==> config.mk <==
export PLATFORM = sky130hd
export DESIGN_NAME = vga_timing_param
export DESIGN_NICKNAME = d
export VERILOG_FILES = /design/src/rtl/vga_timing_param.sv
export SDC_FILE = /design/constraint.sdc
export NUM_CORES = 1
export LEC_CHECK = 0
export ABC_AREA = 0
export BUFFER_PORTS_ARGS = -buffer_cell sky130_fd_sc_hd__buf_2
export CORE_ASPECT_RATIO = 0.5
export CORE_MARGIN = 2
export CORE_UTILIZATION = 59
export DETAILED_ROUTE_END_ITERATION = 7
export PLACE_DENSITY = 0.86
export SYNTH_ARGS = -nofsm -noshare
export SYNTH_HDL_FRONTEND = slang
export SYNTH_SLANG_ARGS = --single-unit
==> constraint.sdc <==
create_clock -name pclk -period 6.1 [get_ports pclk]
set_input_delay 0.305 -clock pclk [delete_from_list [all_inputs] [get_ports pclk]]
set_output_delay 0.305 -clock pclk [all_outputs]
set_load 0.02 [all_outputs]
==> src/rtl/vga_timing_param.sv <==
// Parametrised VGA timing generator: H/V counters, blanking, sync, DE and line/frame pulses.
// Optional frame counter enabled by defining VGA_TIMING_FRAME_CNT_EN.
module vga_timing_param #(
    parameter int CNT_W    = 11,
    parameter int H_ACTIVE = 800,
    parameter int H_FP     = 40,
    parameter int H_SYNC   = 128,
    parameter int H_BP     = 88,
    parameter int V_ACTIVE = 600,
    parameter int V_FP     = 1,
    parameter int V_SYNC   = 4,
    parameter int V_BP     = 23,
    parameter bit HS_POL   = 1'b1,
    parameter bit VS_POL   = 1'b1
) (
    input  logic             pclk,
    input  logic             rst,
    input  logic             en,
    input  logic             restart,
    output logic [CNT_W-1:0] hcount,
    output logic [CNT_W-1:0] vcount,
    output logic             hblnk,
    output logic             vblnk,
    output logic             hsync,
    output logic             vsync,
    output logic             de,
    output logic             line_start,
    output logic             frame_start,
    output logic [15:0]      frame_cnt
);
    localparam int H_TOT = H_ACTIVE + H_FP + H_SYNC + H_BP;
    localparam int V_TOT = V_ACTIVE + V_FP + V_SYNC + V_BP;

    localparam logic [CNT_W-1:0] H_LAST = CNT_W'(H_TOT - 1);
    localparam logic [CNT_W-1:0] V_LAST = CNT_W'(V_TOT - 1);
    localparam logic [CNT_W-1:0] HA_L   = CNT_W'(H_ACTIVE);
    localparam logic [CNT_W-1:0] VA_L   = CNT_W'(V_ACTIVE);
    localparam logic [CNT_W-1:0] HS_BEG = CNT_W'(H_ACTIVE + H_FP);
    localparam logic [CNT_W-1:0] HS_END = CNT_W'(H_ACTIVE + H_FP + H_SYNC - 1);
    localparam logic [CNT_W-1:0] VS_BEG = CNT_W'(V_ACTIVE + V_FP);
    localparam logic [CNT_W-1:0] VS_END = CNT_W'(V_ACTIVE + V_FP + V_SYNC - 1);

    generate
        if (H_TOT > 2**CNT_W || V_TOT > 2**CNT_W)
            $error("vga_timing_param: CNT_W too small for H_TOT/V_TOT");
        if (H_ACTIVE == 0 || H_FP == 0 || H_SYNC == 0 || H_BP == 0 ||
            V_ACTIVE == 0 || V_FP == 0 || V_SYNC == 0 || V_BP == 0)
            $error("vga_timing_param: zero-length timing parameter");
    endgenerate

    // run is clear until the first enabled edge, which presents (0,0) instead of advancing
    logic             run;
    logic [CNT_W-1:0] nh, nv;

    always_comb begin
        nh = hcount + 1'b1;
        nv = vcount;
        if (restart || !run) begin
            nh = '0;
            nv = '0;
        end else if (hcount == H_LAST) begin
            nh = '0;
            nv = (vcount == V_LAST) ? '0 : vcount + 1'b1;
        end
    end

    always_ff @(posedge pclk or posedge rst) begin
        if (rst) begin
            run         <= 1'b0;
            hcount      <= '0;
            vcount      <= '0;
            hblnk       <= 1'b0;
            vblnk       <= 1'b0;
            hsync       <= ~HS_POL;
            vsync       <= ~VS_POL;
            de          <= 1'b0;
            line_start  <= 1'b0;
            frame_start <= 1'b0;
        end else if (restart || en) begin
            run         <= 1'b1;
            hcount      <= nh;
            vcount      <= nv;
            hblnk       <= (nh >= HA_L);
            vblnk       <= (nv >= VA_L);
            hsync       <= (nh >= HS_BEG && nh <= HS_END) ? HS_POL : ~HS_POL;
            vsync       <= (nv >= VS_BEG && nv <= VS_END) ? VS_POL : ~VS_POL;
            de          <= (nh < HA_L) && (nv < VA_L);
            line_start  <= (nh == '0);
            frame_start <= (nh == '0) && (nv == '0);
        end else begin
            line_start  <= 1'b0;
            frame_start <= 1'b0;
        end
    end

`ifdef VGA_TIMING_FRAME_CNT_EN
    // only a natural wrap counts; restart and the initial (0,0) presentation do not
    logic wrap;
    assign wrap = run && en && !restart && (hcount == H_LAST) && (vcount == V_LAST);

    always_ff @(posedge pclk or posedge rst) begin
        if (rst)       frame_cnt <= 16'd0;
        else if (wrap) frame_cnt <= frame_cnt + 16'd1;
    end
`else
    assign frame_cnt = 16'd0;
`endif
endmodule
==> results of run 1 <==
## cells by family after synthesis
family / count (synthesis)
flip-flops: 30
AO/OA/AOI/OAI: 70
AND/OR/NAND/NOR: 108
adder cells (fa/ha/maj): 2
multiplexers: 7
XOR/XNOR: 11
buffers and inverters: 39
other: 1
## path summary, 6_finish.rpt
path | from | endpoint | slack [ns] | cells past startpoint
max in group asynchronous | rst | hcount[6] | 5.72 | 3
min in group pclk | restart | run | 0.30 | 2
max | vcount[0] | vblnk | 3.05 | 8
min | rst | hcount[1] | 0.09 | 3
max reg2reg | vcount[0] | vblnk | 3.05 | 8
min reg2reg | de | de | 0.48 | 2
## critical path, cell delays in order, from the launching register on
cell     delay [ns]
dfrtp_1        0.52
ha_1           0.34
or4b_1         0.46
or4_4          0.46
o21ai_4        0.27
a21oi_2        0.10
a22oi_2        0.23
or3b_1         0.42
o31a_1         0.13
## cell usage after synthesis, types with 2 or more instances
| cell type | count | area, µm² |
|---|---|---|
| a21oi_1 | 7 | 35.03 |
| a31oi_1 | 5 | 31.28 |
| and2_1 | 2 | 12.51 |
| and3_1 | 3 | 18.77 |
| and4_1 | 3 | 26.28 |
| buf_2 | 3 | 15.01 |
| buf_4 | 16 | 120.1 |
| buf_6 | 3 | 33.78 |
| clkbuf_1 | 14 | 52.55 |
| dfrtp_1 | 30 | 750.7 |
| ha_1 | 2 | 25.02 |
| inv_1 | 3 | 11.26 |
| mux2_2 | 4 | 45.04 |
| mux2i_1 | 3 | 30.03 |
| nand2_1 | 27 | 101.4 |
| nand2b_1 | 8 | 50.05 |
| nand3_1 | 10 | 50.05 |
| nand4_1 | 8 | 50.05 |
| nor2_1 | 13 | 48.80 |
| nor2b_1 | 2 | 12.51 |
| nor3_1 | 7 | 35.03 |
| nor3b_1 | 2 | 15.01 |
| nor4_1 | 5 | 31.28 |
| o211a_1 | 2 | 20.02 |
| o211ai_1 | 3 | 22.52 |
| o21ai_0 | 29 | 145.1 |
| o31ai_1 | 8 | 60.06 |
| o41ai_1 | 2 | 17.52 |
| or3_1 | 5 | 31.28 |
| or4_1 | 3 | 22.52 |
| xnor2_1 | 4 | 35.03 |
| xor2_1 | 7 | 61.31 |
## per-layer routing
metal,track usage [%],vias to the layer above
met3,4.882,4
met1,36.23,985
met2,44.59,113
li1,-,997
met5,0,-
met4,8.788,0
## area by class of cell
type                            count  area [µm²]  area share (%)
Clock buffer                        6       82.58           3.430
Timing Repair Buffer               34       175.2           7.277
Multi-Input combinational cell    214        1324           54.99
Inverter                            3       11.26          0.4678
Sequential cell                    30       750.7           31.19
Tap cell                           51       63.81           2.651
## power by group
part	total, µW	internal [µW]	switching (µW)	leakage (µW)
clock	159	86.8	72.1	0.0000431
sequential	205	202	2.54	0.000404
combinational	42.2	9.65	32.5	0.000612
total	406	299	107	0.00106
## through the flow
step | power, µW | setup slack (ns) | hold WS, ns | instances
after floorplan | 246.3 | 3.341 | 0.3958 | 283
after global placement | 249.3 | 3.233 | 0.3923 | 332
after detailed placement | 250.4 | 3.110 | 0.4042 | 332
after CTS | 410.8 | 3.067 | 0.1038 | 338
after global routing | 421.6 | 2.889 | 0.1584 | 338
final | 405.8 | 3.048 | 0.08866 | 338
==> impl_metrics.ini, run 1 <==
[routing]
m1WireLength_mm = 2.469
wl_met2_mm = 2.428
drc_errors = 0
wire_per_inst_um = 15.92
first_iter_violations = 141
wl_met3_um = 447
wl_mm = 5.382
drt_pass1_iterations = 5
drt.antenna.violating_nets = 0
topRoutingLayerUsed = met4
vias_per_cell = 6.210
num_vias = 2099

[logic_synthesis]
synth-compound-area-share_pct = 20.76
synth_top_family_by_area = simple AND/OR/NAND/NOR gates
syn_area_um2 = 2248
synthAdderAreaFrac_pct = 1.113
synth_enable_flop_cells = 0
ys_types = 57
async_reset_ff_share_pct = 100.0
yosys_warnings = 0
synth-simple-area-share_pct = 26.60
synth-seq-area-share_pct = 33.39
synth_mux_area_share_pct = 3.339
synthXorXnorAreaFrac_pct = 4.285
synth-seq-cells = 30
synth-main-ff-cell = dfrtp_1
syn_inst = 268
avgSynthCellArea_um2 = 8.390

[clock_tree]
hold_buffers = 0
cts_buffer_depth = 2
cts_resized = 0
cts_setup_buffers = 0
cts_sinks = 30
cts_tree = yes
cts_buffers = 5
htreeDepth = 2
cts-root-buf = clkbuf_8
insertion_delay_ns = 0.28
worst_setup_hold_path_clk_slew_ns = 0.06

[die]
core_um2 = 3547
ios = 49
rows = 15
chipWidth_um = 91.30
initial_utilization_pct = 63.39
die_h_um = 47.65
dieArea_um2 = 4350

[final_layout]
synthToLayoutAreaGrowth_pct = 7.067
finish.utilization_pct = 67.87
fill_cells = 299
nNetsFinal = 294
n_antenna_cell = 0
drive_gt1_share_pct = 19.16
mostFrequentLayoutCell = buf_2
postLayoutCellArea_um2 = 2407
final_cell_mix = buf_2 (32), dfrtp_1 (30), o21ai_0 (29)
reg.largest.list = hcount x11, vcount x11

[timing]
fmax_mhz = 327.7
skew_ns = 0.005722
rsz0062_at_grt = no
fin_crit_ns = 3.052
slew_viol_final = 0
worst_pin_slew_ns = 0.8739
setup_viol = 0
period_share_pct = 50.03
tns_ns = 0
slew_headroom_pct = 41.12
hold_viol = 0

[power_and_ir_drop]
leakage_uw = 0.001059
irDropWorstVdd_mv = 0.1063
powerDensity_nw_per_um2 = 168.6

[placed_design]
port-buffer-count = 32
gp_congestion = 0.9297
hpwlAfterDp_mm = 3.817
postPlaceCellArea_um2 = 2325

[global_route]
grt_pass1_wl_mm = 8.811
grt_max_degree = 31
grt_usage_pct = 26.52
antenna_found_initial = 0
gr-total-overflow = 0
grt_pass1_vias = 1819

[setup_path]
worst_setup_path_end_kind = flop
required_ns = 6.26
critical_path_class = flop to flop
cp.arrival_ns = 3.21
crit_fanout = 11
startpoint_type = flop

[run_status]
status = finished, final reports clean

[run]
maxCapViolations = 0

[min_path]
hold_class = input port to async pin
No activity file was read; power rests on OpenSTA's default activity.
==> run 2, diff against run 1 <==
Settings changed: CORE_UTILIZATION 59 to 49, PLACE_DENSITY 0.86 to 0.76.
Clock period 6.1 ns to 2.63 ns, I/O delays scaled along.
==> run 2 against run 1 <==
Compared with the run above:
- worst hold slack improved by 0.040 ns
- critical path depth unchanged
- clock power increased to 2.5 times the previous value
- cell area increased by 13%
- combinational power increased to 2.7 times the previous value
- sequential share of layout area decreased by 3.4 points
- worst setup slack got worse by 3.0 ns
- total power increased by 140%
- utilization decreased by 6.0 points
- highest routed layer unchanged
==> impl_metrics.ini, run 2 (synthesis gave the netlist of run 1 again) <==
[power_and_ir_drop]
power_uw = 989.7
pwr-share-seq_pct = 47.7
combPwrFrac_pct = 11.7
leakage_uw = 0.001226
irDropWorstVdd_mv = 0.1660
powerDensity_nw_per_um2 = 363.2
power_switching_share_pct = 27.90
switchingPower_uw = 276.1
pwr-share-clk_pct = 40.6
p_int_uw = 713.6

[timing]
worst_pin_slew_ns = 0.6408
setup_viol = 0
fin_crit_ns = 2.554
layout_setup_ws_ns = 0.07555
period_share_pct = 97.13
slew_headroom_pct = 57.23
tns_ns = 0
hold_viol = 0
slew_viol_final = 0
skew_ns = 0.003036
fmax_mhz = 391.5

[final_layout]
synthToLayoutAreaGrowth_pct = 21.20
seq_area_um2 = 757.0
fill_cells = 389
finalNonFillerCells = 380
mostFrequentLayoutCell = buf_4
n_antenna_cell = 0
postLayoutCellArea_um2 = 2725
reg.largest.list = hcount x11, vcount x11
drive_gt1_share_pct = 30.96
multiInputGateArea_um2 = 1358
nNetsFinal = 328
final_cell_mix = buf_4 (35), buf_2 (32), o21ai_0 (28)

[placed_design]
hpwlAfterDp_mm = 4.477
postPlaceCellArea_um2 = 2579
port-buffer-count = 32
numPlacedInstances = 368
post-place-ws_ns = 0.03130
gp_congestion = 1.022

[setup_path]
required_ns = 2.81
crit_fanout = 5
ff2ff_path_depth = 8
worst_setup_path_end_kind = flop
startpoint_type = flop
cp.arrival_ns = 2.73
path_cells = ha_4, or4b_1, or4_4, o21ai_4, a21oi_4, and4b_1, or3b_4, o31a_1
critical_path_class = flop to flop
rr_startpoint = vcount[1]
rrSetupSlack_ns = 0.08
r2r_end = vblnk
crit_slowest_cell = or4_4
cp_slowest_stage_delay_ns = 0.47

[die]
initial_utilization_pct = 51.07
ios = 49
die_h_um = 51.90
core_um2 = 4403
dieArea_um2 = 5179
rows = 17
chipWidth_um = 99.80

[global_route]
grt_pass1_wl_mm = 9.811
grt_max_degree = 17
grt_usage_pct = 24.53
gr-total-overflow = 0
grt_pass1_vias = 2080
antenna_found_initial = 0

[clock_tree]
cts_tree = yes
insertion_delay_ns = 0.29
cts_buffers = 5
cts-root-buf = clkbuf_8
cts_sinks = 30
htreeDepth = 2
cts_buffer_depth = 2
worst_setup_hold_path_clk_slew_ns = 0.07

[min_path]
whs_path_depth = 2
hold_class = input port to flop
worst_hold_startpoint = restart
min_to = run

[routing]
wl_mm = 6.095
first_iter_violations = 112
drt_pass1_iterations = 4
wl_met3_um = 485
topRoutingLayerUsed = met4
wire_per_inst_um = 16.04
num_vias = 2275
drt.antenna.violating_nets = 0
drc_errors = 0
vias_per_cell = 5.987
wl_met2_mm = 2.846
m1WireLength_mm = 2.702

[run_status]
status = finished, final reports clean

[run]
maxCapViolations = 0
## run 2: cell count changes in the layout (fill, tap and decap cells not counted), sizes merged
cell / before / now
dlygate4sd3: 0 / 1
clkinvlp: 0 / 1
buf: 34 / 67
clkinv: 0 / 1
## run 2: through the flow
| step | utilization, % | hold slack [ns] |
|---|---|---|
| CTS | 60.95 | 0.1222 |
| detailed placement | 58.57 | 0.2520 |
| global route | 61.89 | 0.1374 |
| floorplan | - | 0.2220 |
| global placement | 58.57 | 0.2225 |
| finish | 61.89 | 0.1285 |
## run 2: how the worst max path moves through the flow
stage,end,slack [ns],startpoint
CTS,vblnk,0.02,hcount[5]
global route,vsync,-0.01,hcount[5]
finish,vblnk,0.08,vcount[1]
floorplan,vblnk,0.0003,vcount[3]
global placement,vblnk,0.08,hcount[5]
detailed placement,vblnk,0.03,hcount[5]
## run 2: worst max-delay path: cells and delay by family, from the launching register on
family                   cells  cell delay (ns)
flip-flops                   1             0.42
adder cells (fa/ha/maj)      1             0.14
AND/OR/NAND/NOR              4             1.50
AO/OA/AOI/OAI                3             0.39
## run 2: power groups by stage
stage	combinational, µW	sequential, µW	clock, µW
after floorplan	80.1	492	0
after global placement	112	480	0
after detailed placement	114	481	0
after CTS	115	472	405
after global routing	126	472	430
final	116	472	402
## run 2: area by class of cell
cell class	count	area share (%)
Clock buffer	6	3.030
Clock inverter	2	0.4591
Inverter	3	0.4132
Multi-Input combinational cell	214	49.82
Sequential cell	30	27.78
Tap cell	57	2.617
Timing Repair Buffer	68	15.89
## run 2: routing by layer
metal / vias up / global-route usage (%)
met2: 121 / 41.22
met1: 1082 / 32.04
li1: 1060 / -
met3: 12 / 5.242
met4: 0 / 8.219
met5: - / 0
## run 2: what timing repair did
| item | in CTS | in global routing |
|---|---|---|
| buffers inserted | 0 | 3 |
| endpoints found under the hold margin | 15 | 0 |
| endpoints found under the setup margin | 0 | 3 |
| hold buffers | 1 | 0 |
| resized for setup | 0 | 5 |
==> run 3, diff against run 2 <==
Settings changed: RECOVER_POWER from default to 50.
==> run 3 against run 2 <==
Compared with the run above:
- combinational power is essentially flat
- clock skew grew 0.0043 ns
- via count shrank 0.75%
- register-to-register slack hardly changed
- clock-buffer cell count unchanged
- clock power hardly changed
- maximum frequency grew 0.23%
- worst hold slack worse by 0.0042 ns
- worst setup slack better by 0.0059 ns
- die area did not move
- sequential share of layout area up 0.089 points
- utilization decreased by 0.20 points
- critical path type unchanged
- largest cell class unchanged
==> impl_metrics.ini, run 3 (synthesis gave the netlist of run 1 again) <==
[routing]
vias_per_cell = 5.942
first_iter_violations = 137
drc_errors = 0
drt_pass1_iterations = 4
wire_per_inst_um = 16.06
m1WireLength_mm = 2.713
wl_met3_um = 495
num_vias = 2258
wl_mm = 6.101
drt.antenna.violating_nets = 0
topRoutingLayerUsed = met4
wl_met2_mm = 2.823

[global_route]
gr-total-overflow = 0
grt_max_degree = 17
grt_pass1_vias = 2080
grt_usage_pct = 24.53
antenna_found_initial = 0
grt_pass1_wl_mm = 9.811

[setup_path]
cp_slowest_stage_delay_ns = 0.47
critical_path_class = flop to flop
worst-path-buf-inv = 0
startpoint_type = flop
crit_family = simple AND/OR/NAND/NOR gates
crit_slowest_cell = or4_4
cp.arrival_ns = 2.73
required_ns = 2.81
path_cells = ha_4, or4b_1, or4_4, o21ai_4, a21oi_4, and4b_1, or3b_4, o31a_1
crit_fanout = 5
worst_setup_path_end_kind = flop

[power_and_ir_drop]
pwr-share-seq_pct = 47.6
combPwrFrac_pct = 11.5
irDropWorstVdd_mv = 0.1720
p_int_uw = 712.2
pwr-share-clk_pct = 40.9
power_switching_share_pct = 28.15
powerDensity_nw_per_um2 = 365.0
switchingPower_uw = 279.1
leakage_uw = 0.001202

[die]
die_h_um = 51.90
dieArea_um2 = 5179
chipWidth_um = 99.80
initial_utilization_pct = 51.07
core_um2 = 4403
ios = 49
rows = 17

[clock_tree]
cts_sinks = 30
htreeDepth = 2
cts_tree = yes
worst_setup_hold_path_clk_slew_ns = 0.07
insertion_delay_ns = 0.29
cts_buffer_depth = 2
cts-root-buf = clkbuf_8
cts_buffers = 5

[final_layout]
final_cell_mix = buf_4 (35), o21ai_0 (28), nand2_1 (27)
reg.largest.list = hcount x11, vcount x11
nNetsFinal = 328
finalNonFillerCells = 380
mostFrequentLayoutCell = buf_4
postLayoutCellArea_um2 = 2716
n_antenna_cell = 0
synthToLayoutAreaGrowth_pct = 20.81
drive_gt1_share_pct = 28.79

[timing]
worst_pin_slew_ns = 0.6431
hold_viol = 0
skew_ns = 0.007310
period_share_pct = 96.90
slew_viol_final = 0
hold_slack_ns = 0.1243
fin_crit_ns = 2.549
setup_viol = 0
slew_headroom_pct = 57.08
fmax_mhz = 392.4

[placed_design]
numPlacedInstances = 368
hpwlAfterDp_mm = 4.477
gp_congestion = 1.022
port-buffer-count = 32
postPlaceCellArea_um2 = 2579

[run]
maxCapViolations = 0

[min_path]
hold_class = input port to flop

[run_status]
status = finished, final reports clean
-- run 3: per-stage QoR --
step | utilization [%] | total power [µW] | worst slack [ns] | setup TNS [ns]
2_1_floorplan | - | 572.4 | 0.0002602 | 0
3_3_place_gp | 58.57 | 592.3 | 0.07796 | 0
4_1_cts | 60.95 | 992.6 | 0.02001 | 0
5_1_grt | 61.69 | 1027 | -0.01163 | -0.01164
6_report | 61.69 | 991.3 | 0.08146 | 0
3_5_place_dp | 58.57 | 594.9 | 0.03130 | 0
-- run 3: area by class of cell --
cell class | count | area, µm²
fill | 393 | 1687
multi-input combinational | 214 | 1358
sequential | 30 | 757.0
timing repair buffer | 68 | 424.2
clock buffer | 6 | 82.58
tap | 57 | 71.32
clock inverter | 2 | 12.51
inverter | 3 | 11.26
-- run 3: power groups by stage --
stage / clock network, µW / logic, µW / registers, µW
after floorplan: 0 / 80.1 / 492
after global placement: 0 / 112 / 480
after detailed placement: 0 / 114 / 481
after CTS: 405 / 115 / 472
after global routing: 430 / 125 / 472
final: 405 / 114 / 472
-- run 3: final timing paths --
check | from | end | slack [ns] | cells past startpoint
max | vcount[1] | vblnk | 0.08 | 8
min | restart | run | 0.12 | 2
max reg2reg | vcount[1] | vblnk | 0.08 | 8
min reg2reg | de | de | 0.48 | 2
max in group asynchronous | rst | hcount[1] | 1.50 | 4
min in group asynchronous | rst | hcount[4] | 0.46 | 3
-- run 3: per-layer routing --
metal	up-vias	GRT usage, %
met4	0	8.219
met1	1073	32.04
met3	11	5.242
met5	-	0
li1	1060	-
met2	114	41.22
-- run 3: repair_timing --
| item | CTS | global route |
|---|---|---|
| hold buffers | 1 | 0 |
| resized for setup | 0 | 5 |
| endpoints found under the hold margin | 15 | 0 |
| endpoints found under the setup margin | 0 | 3 |
| buffers inserted | 0 | 3 |
